File: config.mk
export PLATFORM = sky130hd
export DESIGN_NAME = a0_trace_buffer
export DESIGN_NICKNAME = d
export VERILOG_FILES = /design/src/rtl/a0_trace_pkg.sv /design/src/rtl/a0_trace_buffer_fifo.sv /design/src/rtl/a0_trace_buffer.sv
export SDC_FILE = /design/constraint.sdc
export NUM_CORES = 1
export LEC_CHECK = 0
export ABC_AREA = 1
export CAP_MARGIN = 20
export CORE_MARGIN = 2
export CORE_UTILIZATION = 55
export DETAILED_ROUTE_END_ITERATION = 16
export GPL_ROUTABILITY_DRIVEN = 0
export HOLD_SLACK_MARGIN = 0.03
export PLACE_DENSITY = 0.74
export SETUP_SLACK_MARGIN = 0.1
export SKIP_CTS_REPAIR_TIMING = 1
export SLEW_MARGIN = 20
export SYNTH_ARGS = -nofsm -noshare
export SYNTH_HDL_FRONTEND = slang
export SYNTH_SLANG_ARGS = --single-unit
File: constraint.sdc
create_clock -name clk -period 3.4 [get_ports clk]
set_clock_uncertainty 0.05 [all_clocks]
set_input_delay 0.68 -clock clk [delete_from_list [all_inputs] [get_ports clk]]
set_output_delay 0.68 -clock clk [all_outputs]
set_load 0.005 [all_outputs]
File: src/rtl/a0_trace_pkg.sv
// Shared defaults and helpers for the a0 trace buffer.
package a0_trace_pkg;

  localparam int unsigned DefaultWidth = 32;
  localparam int unsigned DefaultDepth = 16;
  localparam int unsigned DefaultCntW  = 8;

  // One extra pointer bit distinguishes full from empty when the index bits match.
  function automatic int unsigned ptr_width(input int unsigned depth);
    return $clog2(depth) + 1;
  endfunction

  typedef logic [DefaultWidth-1:0] trace_entry_t;

endpackage

File: src/rtl/a0_trace_buffer_fifo.sv
// Generic synchronous show-ahead FIFO. The head is held in a register so it
// reads as 0 after reset and keeps its last value when the FIFO drains empty.
module trace_fifo
  import a0_trace_pkg::*;
#(
  parameter int unsigned WIDTH = DefaultWidth,
  parameter int unsigned DEPTH = DefaultDepth
) (
  input  logic                   clk,
  input  logic                   rst,
  input  logic                   push,
  input  logic                   pop,
  input  logic [WIDTH-1:0]       wr_data,
  output logic [WIDTH-1:0]       rd_data,
  output logic                   full,
  output logic                   empty,
  output logic [$clog2(DEPTH):0] level
);

  localparam int unsigned PtrW  = ptr_width(DEPTH);
  localparam int unsigned AddrW = PtrW - 1;

  logic [WIDTH-1:0] mem_q [DEPTH];
  logic [PtrW-1:0]  wr_ptr_q, rd_ptr_q;
  logic [PtrW-1:0]  wr_ptr_d, rd_ptr_d;
  logic [WIDTH-1:0] rd_data_q, rd_data_d;
  logic             push_ok, pop_ok;

  assign empty = (wr_ptr_q == rd_ptr_q);
  assign full  = (wr_ptr_q[PtrW-1] != rd_ptr_q[PtrW-1]) &&
                 (wr_ptr_q[AddrW-1:0] == rd_ptr_q[AddrW-1:0]);
  assign level = wr_ptr_q - rd_ptr_q;

  // A pop frees a slot on the same edge, so a full FIFO can push and pop together.
  assign pop_ok  = pop & ~empty;
  assign push_ok = push & (~full | pop_ok);

  assign wr_ptr_d = wr_ptr_q + {{(PtrW-1){1'b0}}, push_ok};
  assign rd_ptr_d = rd_ptr_q + {{(PtrW-1){1'b0}}, pop_ok};
  assign rd_data  = rd_data_q;

  // Next head value: following entry, the incoming write if it lands at the head, else hold.
  always_comb begin
    rd_data_d = rd_data_q;
    if (pop_ok) begin
      if (rd_ptr_d == wr_ptr_q) begin
        if (push_ok) rd_data_d = wr_data;
      end else begin
        rd_data_d = mem_q[rd_ptr_d[AddrW-1:0]];
      end
    end else if (empty && push_ok) begin
      rd_data_d = wr_data;
    end
  end

  // Storage array; contents need no reset since the pointers define validity.
  always_ff @(posedge clk) begin
    if (push_ok) mem_q[wr_ptr_q[AddrW-1:0]] <= wr_data;
  end

  // Pointers and registered head.
  always_ff @(posedge clk) begin
    if (rst) begin
      wr_ptr_q  <= '0;
      rd_ptr_q  <= '0;
      rd_data_q <= '0;
    end else begin
      wr_ptr_q  <= wr_ptr_d;
      rd_ptr_q  <= rd_ptr_d;
      rd_data_q <= rd_data_d;
    end
  end

endmodule

File: src/rtl/a0_trace_buffer.sv
// Captures every change of the CPU a0 register into a FIFO drained over
// valid/ready, counting captures lost to overflow.
module a0_trace_buffer
  import a0_trace_pkg::*;
#(
  parameter int unsigned WIDTH = DefaultWidth,
  parameter int unsigned DEPTH = DefaultDepth,  // power of two, >= 2
  parameter int unsigned CNT_W = DefaultCntW
) (
  input  logic                   clk,
  input  logic                   rst,
  input  logic [WIDTH-1:0]       a0_in,
  input  logic                   capture_en,
  output logic [WIDTH-1:0]       out_data,
  output logic                   out_valid,
  input  logic                   out_ready,
  output logic [$clog2(DEPTH):0] level,
  output logic                   overflow,
  output logic [CNT_W-1:0]       drop_count,
  input  logic                   clr_status
);

  localparam logic [CNT_W-1:0] CntMax = {CNT_W{1'b1}};

  logic [WIDTH-1:0] prev_a0_q;
  logic             first_q;
  logic             overflow_q, overflow_d;
  logic [CNT_W-1:0] drop_count_q, drop_count_d;
  logic             capture_req, pop, drop;
  logic             fifo_full, fifo_empty;

  // first_q forces the first post-reset value in, even when it equals the reset value of prev_a0.
  assign capture_req = capture_en & (first_q | (a0_in != prev_a0_q));
  assign out_valid   = ~fifo_empty;
  assign pop         = out_valid & out_ready;
  assign drop        = capture_req & fifo_full & ~pop;
  assign overflow    = overflow_q;
  assign drop_count  = drop_count_q;

  trace_fifo #(
    .WIDTH (WIDTH),
    .DEPTH (DEPTH)
  ) u_fifo (
    .clk     (clk),
    .rst     (rst),
    .push    (capture_req),
    .pop     (out_ready),
    .wr_data (a0_in),
    .rd_data (out_data),
    .full    (fifo_full),
    .empty   (fifo_empty),
    .level   (level)
  );

  // Change tracking runs regardless of capture_en so re-enabling does not capture a stale value.
  always_ff @(posedge clk) begin
    if (rst) begin
      prev_a0_q <= '0;
      first_q   <= 1'b1;
    end else begin
      prev_a0_q <= a0_in;
      first_q   <= 1'b0;
    end
  end

  // Drop status; a drop in the same cycle as a clear wins and counts as the first drop.
  always_comb begin
    overflow_d   = overflow_q;
    drop_count_d = drop_count_q;
    if (drop) begin
      overflow_d   = 1'b1;
      if (clr_status) drop_count_d = {{(CNT_W-1){1'b0}}, 1'b1};
      else if (drop_count_q != CntMax) drop_count_d = drop_count_q + 1'b1;
    end else if (clr_status) begin
      overflow_d   = 1'b0;
      drop_count_d = '0;
    end
  end

  // Status registers.
  always_ff @(posedge clk) begin
    if (rst) begin
      overflow_q   <= 1'b0;
      drop_count_q <= '0;
    end else begin
      overflow_q   <= overflow_d;
      drop_count_q <= drop_count_d;
    end
  end

endmodule

## Yosys cells after proc, flatten, opt, wreduce, memory -nomap -nowiden

Memory sizes are Yosys's and may differ from the RTL's.
Cells that the tools add are included.

| operators by class | value |
|---|---|
| add/subtract/negate cells | 4 |
| bitwise logic cells | 10 |
| reductions and logical operators | 7 |
| eq/ne operators | 7 |
| multiplexer cells | 13 |

Operators with widths:

| operator | number |
|---|---|
| 32-bit 2-to-1 mux | 4 |
| 8-bit 2-to-1 mux | 4 |
| 32-bit inequality test | 1 |
| 5-bit by 1-bit adder with 5-bit output | 2 |
| 5-bit == test | 2 |
| 8-bit by 1-bit adder with 8-bit output (second input constant) | 1 |
| 8-bit inequality test (second input constant) | 1 |
| 2-bit nonzero test | 3 |
| 1-bit bitwise AND | 5 |
| 1-bit 2-to-1 mux | 5 |
| 5-bit subtractor | 1 |
| 4-bit == test | 1 |
| 2-bit AND reduction | 2 |
| 3-bit by 2-bit inequality test with 1-bit output (second input constant) | 1 |
| 1-bit inverter | 3 |
| 1-bit logical AND | 2 |
| 1-bit OR | 2 |
| 1-bit inequality test | 1 |

| storage, ports and cells | value |
|---|---|
| output and inout bits | 47 |
| memory bits (writable) | 512 |
| register bits | 84 |
| memories | 1 |
| word-level logic and storage cells | 49 |
| bits of input ports | 37 |

Memories:

| name | words | bits a word | rd ports | clocked after memory_dff | wr ports | line | text |
|---|---|---|---|---|---|---|---|
| u_fifo.mem_q | 16 | 32 | 1 | 0 | 1 | a0_trace_buffer_fifo.sv:23 | `logic [WIDTH-1:0] mem_q [DEPTH];` |

## Depth between registers and ports, before layout

Gate-level depths: netlist of the first run.

| logic depth | value |
|---|---|
| depth after elaboration | 8 |
| depth in mapped cells | 24 |
| gate-level depth less buffers | 22 |

## Hierarchy

From an unflattened synthesis of the first run, not the netlist that was laid out.

| unflattened totals | value |
|---|---|
| cell total of the unflattened synthesis | 2357 |
| area, all modules | 24795.0 µm² |

Modules (own cells, without submodules):

| module | cells each | instances | sequential area each (µm²) | area an instance (µm²) |
|---|---|---|---|---|
| trace_fifo | 2048 | 1 | 16215.6 | 22754.3 |
| a0_trace_buffer | 309 | 1 | 840.8 | 2040.7 |

## Least setup slack after synthesis of the first run

Ideal clock, no wire load.

| path | value |
|---|---|
| kind | in2reg |
| from | input port a0_in[3] |
| to | memory u_fifo.mem_q[4][0] (netlist bit) (enable) |
| required time | 2929 ps |
| library setup time | 421 ps |
| path buffers | 0 |
| path slack | 32 ps |
| data arrival time | 2897 ps |
| cell stages on the path | 10 |
| cells stage by stage | inv_1 o21ai_0 nor2_1 nand3_1 nor2_1 nand2_1 nand3_1 inv_1 nand3_1 nor2_1 |

| between the ends | value |
|---|---|
| cells in the longest elaborated chain, start to end | 6 |

RTL lines:

| element | line | text |
|---|---|---|
| start, declared | a0_trace_buffer.sv:12 | `input logic [WIDTH-1:0] a0_in,` |
| 32-bit inequality test | a0_trace_buffer.sv:33 | `assign capture_req = capture_en & (first_q \| (a0_in != prev_a0_q));` |
| 1-bit OR | a0_trace_buffer.sv:33 |  |
| 1-bit bitwise AND | a0_trace_buffer.sv:33 |  |
| 1-bit bitwise AND | a0_trace_buffer_fifo.sv:36 | `assign push_ok = push & (~full \| pop_ok);` |
| 1-bit 2-to-1 mux | a0_trace_buffer_fifo.sv:58 | `if (push_ok) mem_q[wr_ptr_q[AddrW-1:0]] <= wr_data;` |
| 1-bit 2-to-1 mux (not written as such) | a0_trace_buffer_fifo.sv:58 |  |
| end, declared | a0_trace_buffer_fifo.sv:23 |  |

No other way between the ends.

## Worst setup path in the final report of the first run

| path | value |
|---|---|
| from | register u_fifo.wr_ptr_q[0] |
| to | register u_fifo.rd_data_q[28], in the netlist u_fifo.rd_data[28] |

| between the ends | value |
|---|---|
| elaborated cells between the ends (all ways) | 17 |
| those cells by class | 1 x add/sub; 4 x eq/ne; 2 x mux; 5 x bitwise; 4 x reduce/logical; 1 x memory |

RTL lines:

| element | line | text |
|---|---|---|
| start, declared | a0_trace_buffer_fifo.sv:24 | `logic [PtrW-1:0] wr_ptr_q, rd_ptr_q;` |
| start signal, assigned | a0_trace_buffer_fifo.sv:68 | `wr_ptr_q <= wr_ptr_d;` |
| 5-bit == test (*) | a0_trace_buffer_fifo.sv:29 | `assign empty = (wr_ptr_q == rd_ptr_q);` |
| 1-bit inverter (*) | a0_trace_buffer_fifo.sv:35 | `assign pop_ok = pop & ~empty;` |
| 1-bit bitwise AND (*) | a0_trace_buffer_fifo.sv:35 |  |
| 5-bit by 1-bit adder with 5-bit output (*) | a0_trace_buffer_fifo.sv:39 | `assign rd_ptr_d = rd_ptr_q + {{(PtrW-1){1'b0}}, pop_ok};` |
| via u_fifo.rd_ptr_d[1] | a0_trace_buffer_fifo.sv:25 | `logic [PtrW-1:0] wr_ptr_d, rd_ptr_d;` |
| memory 16 x 32 bit or 5-bit == test (tied branches) | -- |  |
| 32-bit 2-to-1 mux or 3-bit by 2-bit inequality test with 1-bit output (tied branches) | -- |  |
| 32-bit 2-to-1 mux or 2-bit AND reduction (tied branches) | -- |  |
| end signal, assigned | a0_trace_buffer_fifo.sv:70 | `rd_data_q <= rd_data_d;` |
| end, declared | a0_trace_buffer_fifo.sv:26 | `logic [WIDTH-1:0] rd_data_q, rd_data_d;` |

Mark *: on every way through the listed nets, which the timed path passes. The rest lies on a longest branch.
A chain may end at the register's enable or synchronous reset.

==> out/metrics.yaml, run 1 <==
worst_setup_path:
  rr_startpoint: "u_fifo.wr_ptr_q[0]"
  crit_chain: "inv_1 > ha_4 > nand4_1 > nor2_2 > nor2_4 > ha_4 > ha_4 > inv_6 > buf_16 > nor2_1 > o21ai_0 > nand3_1 > nand3_1 > nand2_1 > nand3_1 > nand2_1 > inv_1 > nand3_1 > nand2_1 > nor2_1"
  crit_path_end: "u_fifo.rd_data[28]"
  rr_endpoint: "u_fifo.rd_data[28]"
  cpMaxStageDelayCell: "ha_4"
  path_depth: 20
  critPathLaunch: "u_fifo.wr_ptr_q[0]"
  start_kind: "flip-flop"
  critPathRequiredTime_ns: 3.90
  critPathKind: "reg2reg"
  regToRegSetupSlack_ns: 0.13
  cp_max_fo: 25
  worst_path_most_repeated_cell: "nand3_1"
  critical_path.top_delay_family: "simple AND/OR/NAND/NOR gates"
  endpoint_kind: "flip-flop"
  rr_worst_depth: 20
  critPathMaxStageDelay_ns: 0.37
  cp.arrival_ns: 3.77
  worst-path-buf-inv: 4
routing:
  routed_wl_mm: 70.4
  post_drt_wl_per_cell_um: 22.0
  vias: 18700
  viasPerCell: 5.84
  drc: 0
  drtPass1Iterations: 7
  antenna_left: 0
  drt_iter0_drc: 2507
sta:
  fmaxAchievable_mhz: 306
  drv_slew: 0
  final.setup.tns_ns: 0
  slew_headroom_pct: 56.8
  fin_crit_sh_pct: 96.2
  timing.final.crit_period_ns: 3.27
  setup_viol: 0
  rsz0062_at_grt: "yes"
  final-hold-violation-count: 0
  setup_slack_ns: 0.130
  tightestPinTransition_ns: 0.648
placement:
  placement.io_buffers: 83
  place_ws_ns: -0.223
  dp_cells: 3090
  detailed_place_hpwl_mm: 41.9
finish:
  diodes: 0
  fill_cells: 3252
  final_cell_count_no_fill: 3208
  syn_to_final_growth_pct: 21.5
  finish.utilization_pct: 67.2
  final_nets: 2607
  drive_gt1_share_pct: 11.2
clock_network:
  h-tree-depth: 2
  numCtsBuffers: 58
  clk_latency_ns: 0.63
  clk_pin_slew_ns: 0.06
  cts_buffer_depth: 3
  cts_tree: "yes"
  clkSinkCount: 596
  cts_root_buf: "clkbuf_16"
floorplanning:
  start_util_pct: 55.3
  die_area_um2: 47100
  die_y_um: 217
  fp.coreArea_um2: 45100
  fp.dieW_um: 217
  io_pins: 84
  row_count: 78
global_route:
  grt_use_total_pct: 29.4
  grt_antenna_before_repair: 0
  grt_pass1_vias: 18100
  grt_pass1_wl_mm: 104
  grt.overflow.total: 0
  grt_max_degree: 58
pwr:
  power.density_nw_per_um2: 678
  power_mw: 20.6
  power_leakage_nw: 11.4
  ir_worst_vdd_mv: 0.455
run:
  maxCapViolations: 0
synthesis:
  synth_top_area_share_pct: 61.6
  synth-seq-area-share_pct: 68.4
  synthTopCellsByCount: "568 x nor2_1, 512 x edfxtp_1, 356 x nand2_1"
  synth_nets: 2439
  synth_top_area_cell: "edfxtp_1"
  syn-instance-count: 2392
  syn_area_per_cell_um2: 10.4
  synth_top_flop_cell: "edfxtp_1"
  yosysMostFrequentCell: "nor2_1"
  syn_area_um2: 24900
  yosys_warnings: 0
  synth_area_leaders: "edfxtp_1 62%, nor2_1 8.5%, dfxtp_1 6.7%, nand3_1 5.6%, nand2_1 5.4%"
  synth_edf_count: 512
  ys_ff_latch: 596
  async_flop_share_pct: 0
  synth_cell_types: 32
worst_hold_path:
  min_path_type: "reg2reg"
run_status:
  status: "finished, final reports clean"
==> placed cells by master, fill, tap and decap left out, drive strengths merged, types with 9 or more instances in the layout <==
cell type | synthesis | layout
bufinv | 0 | 10
nand3 | 278 | 278
o21ai | 234 | 234
nand2 | 362 | 362
xor2 | 12 | 12
a21oi | 47 | 47
nand4 | 9 | 9
buf | 81 | 157
dfxtp | 84 | 84
ha | 9 | 9
edfxtp | 512 | 512
clkbuf | 54 | 76
inv | 123 | 125
nor2 | 571 | 571
clkinv | 2 | 23
clkdlybuf4s50 | 0 | 81
==> metal layers <==
layer	track usage, %	part of all wire [%]	vias up
li1	-	-	8460
met1	38.6	38	8933
met2	48.0	48	1156
met3	5.05	10	197
met4	13.7	4.3	0
met5	0	0	-
==> worst register-to-register path: stages, from the launching register on <==
cell and delay (ns):
dfxtp_1 0.33, inv_1 0.12, ha_4 0.30, nand4_1 0.16
nor2_2 0.22, nor2_4 0.06, ha_4 0.18, ha_4 0.37
inv_6 0.11, buf_16 0.19, nor2_1 0.16, o21ai_0 0.18
nand3_1 0.14, nand3_1 0.07, nand2_1 0.10, nand3_1 0.08
nand2_1 0.15, inv_1 0.05, nand3_1 0.07, nand2_1 0.05
nor2_1 0.08
==> kinds of logic (layout without fill, tap and decap cells) <==
group | Yosys count | after routing | synth area share [%]
DFF | 596 | 596 | 68.4
and+or+nand+nor | 1226 | 1226 | 20.2
adders and majority gates | 10 | 10 | 0.532
buffers and inverters | 260 | 476 | 4.55
AOI/OAI and AO/OA | 282 | 282 | 5.66
xor gates and xnor gates | 18 | 18 | 0.662
==> cell type report <==
type,count,area (µm²),area share [%]
sequential,596,17100,56.3
multi-input combinational,1536,6940,22.9
clock buffer,72,1500,4.96
inverter,125,479,1.58
tap,600,751,2.48
clock inverter,36,453,1.49
timing repair buffer,243,3120,10.3
==> power breakdown <==
group | switching, mW | internal, mW
combinational | 3.60 | 2.05
clock | 2.77 | 3.90
sequential | 0.105 | 8.13
==> how the worst min path moves through the flow <==
| stage | slack [ns] | cells past startpoint | startpoint | endpoint |
|---|---|---|---|---|
| 6_report | 0.42 | 2 | overflow | overflow |
| 5_1_grt | 0.46 | 2 | u_fifo.rd_data[28] | u_fifo.rd_data[28] |
| 2_1_floorplan | 0.41 | 2 | overflow | overflow |
| 4_1_cts | 0.43 | 2 | overflow | overflow |
| 3_3_place_gp | 0.41 | 2 | u_fifo.rd_data[18] | u_fifo.rd_data[18] |
| 3_5_place_dp | 0.42 | 2 | overflow | overflow |
==> metrics by stage <==
step | cell area [µm²] | hold slack (ns)
6_report | 30300 | 0.420
5_1_grt | 30300 | 0.465
4_1_cts | 30000 | 0.427
3_5_place_dp | 28100 | 0.419
3_3_place_gp | 28100 | 0.409
2_1_floorplan | 24900 | 0.412
==> registers in the layout (all words and copies together), names as in the netlist <==
register	count
u_fifo.mem_q	512
prev_a0_q	32
u_fifo.rd_data	32
drop_count	8
u_fifo.rd_ptr_q	5
u_fifo.wr_ptr_q	5
first_q	1
overflow	1
Power figures use the tool's default switching activity.
==> run 2: changes to the inputs <==
--- a/config.mk
+++ b/config.mk
@@ -9,6 +9,7 @@
 export CAP_MARGIN = 20
 export CORE_MARGIN = 2
 export CORE_UTILIZATION = 55
+export CTS_CLUSTER_DIAMETER = 100
 export DETAILED_ROUTE_END_ITERATION = 16
 export GPL_ROUTABILITY_DRIVEN = 0
 export HOLD_SLACK_MARGIN = 0.03
==> results of run 2 <==
The final DEF is identical to that of run 1; final timing and power are the same.
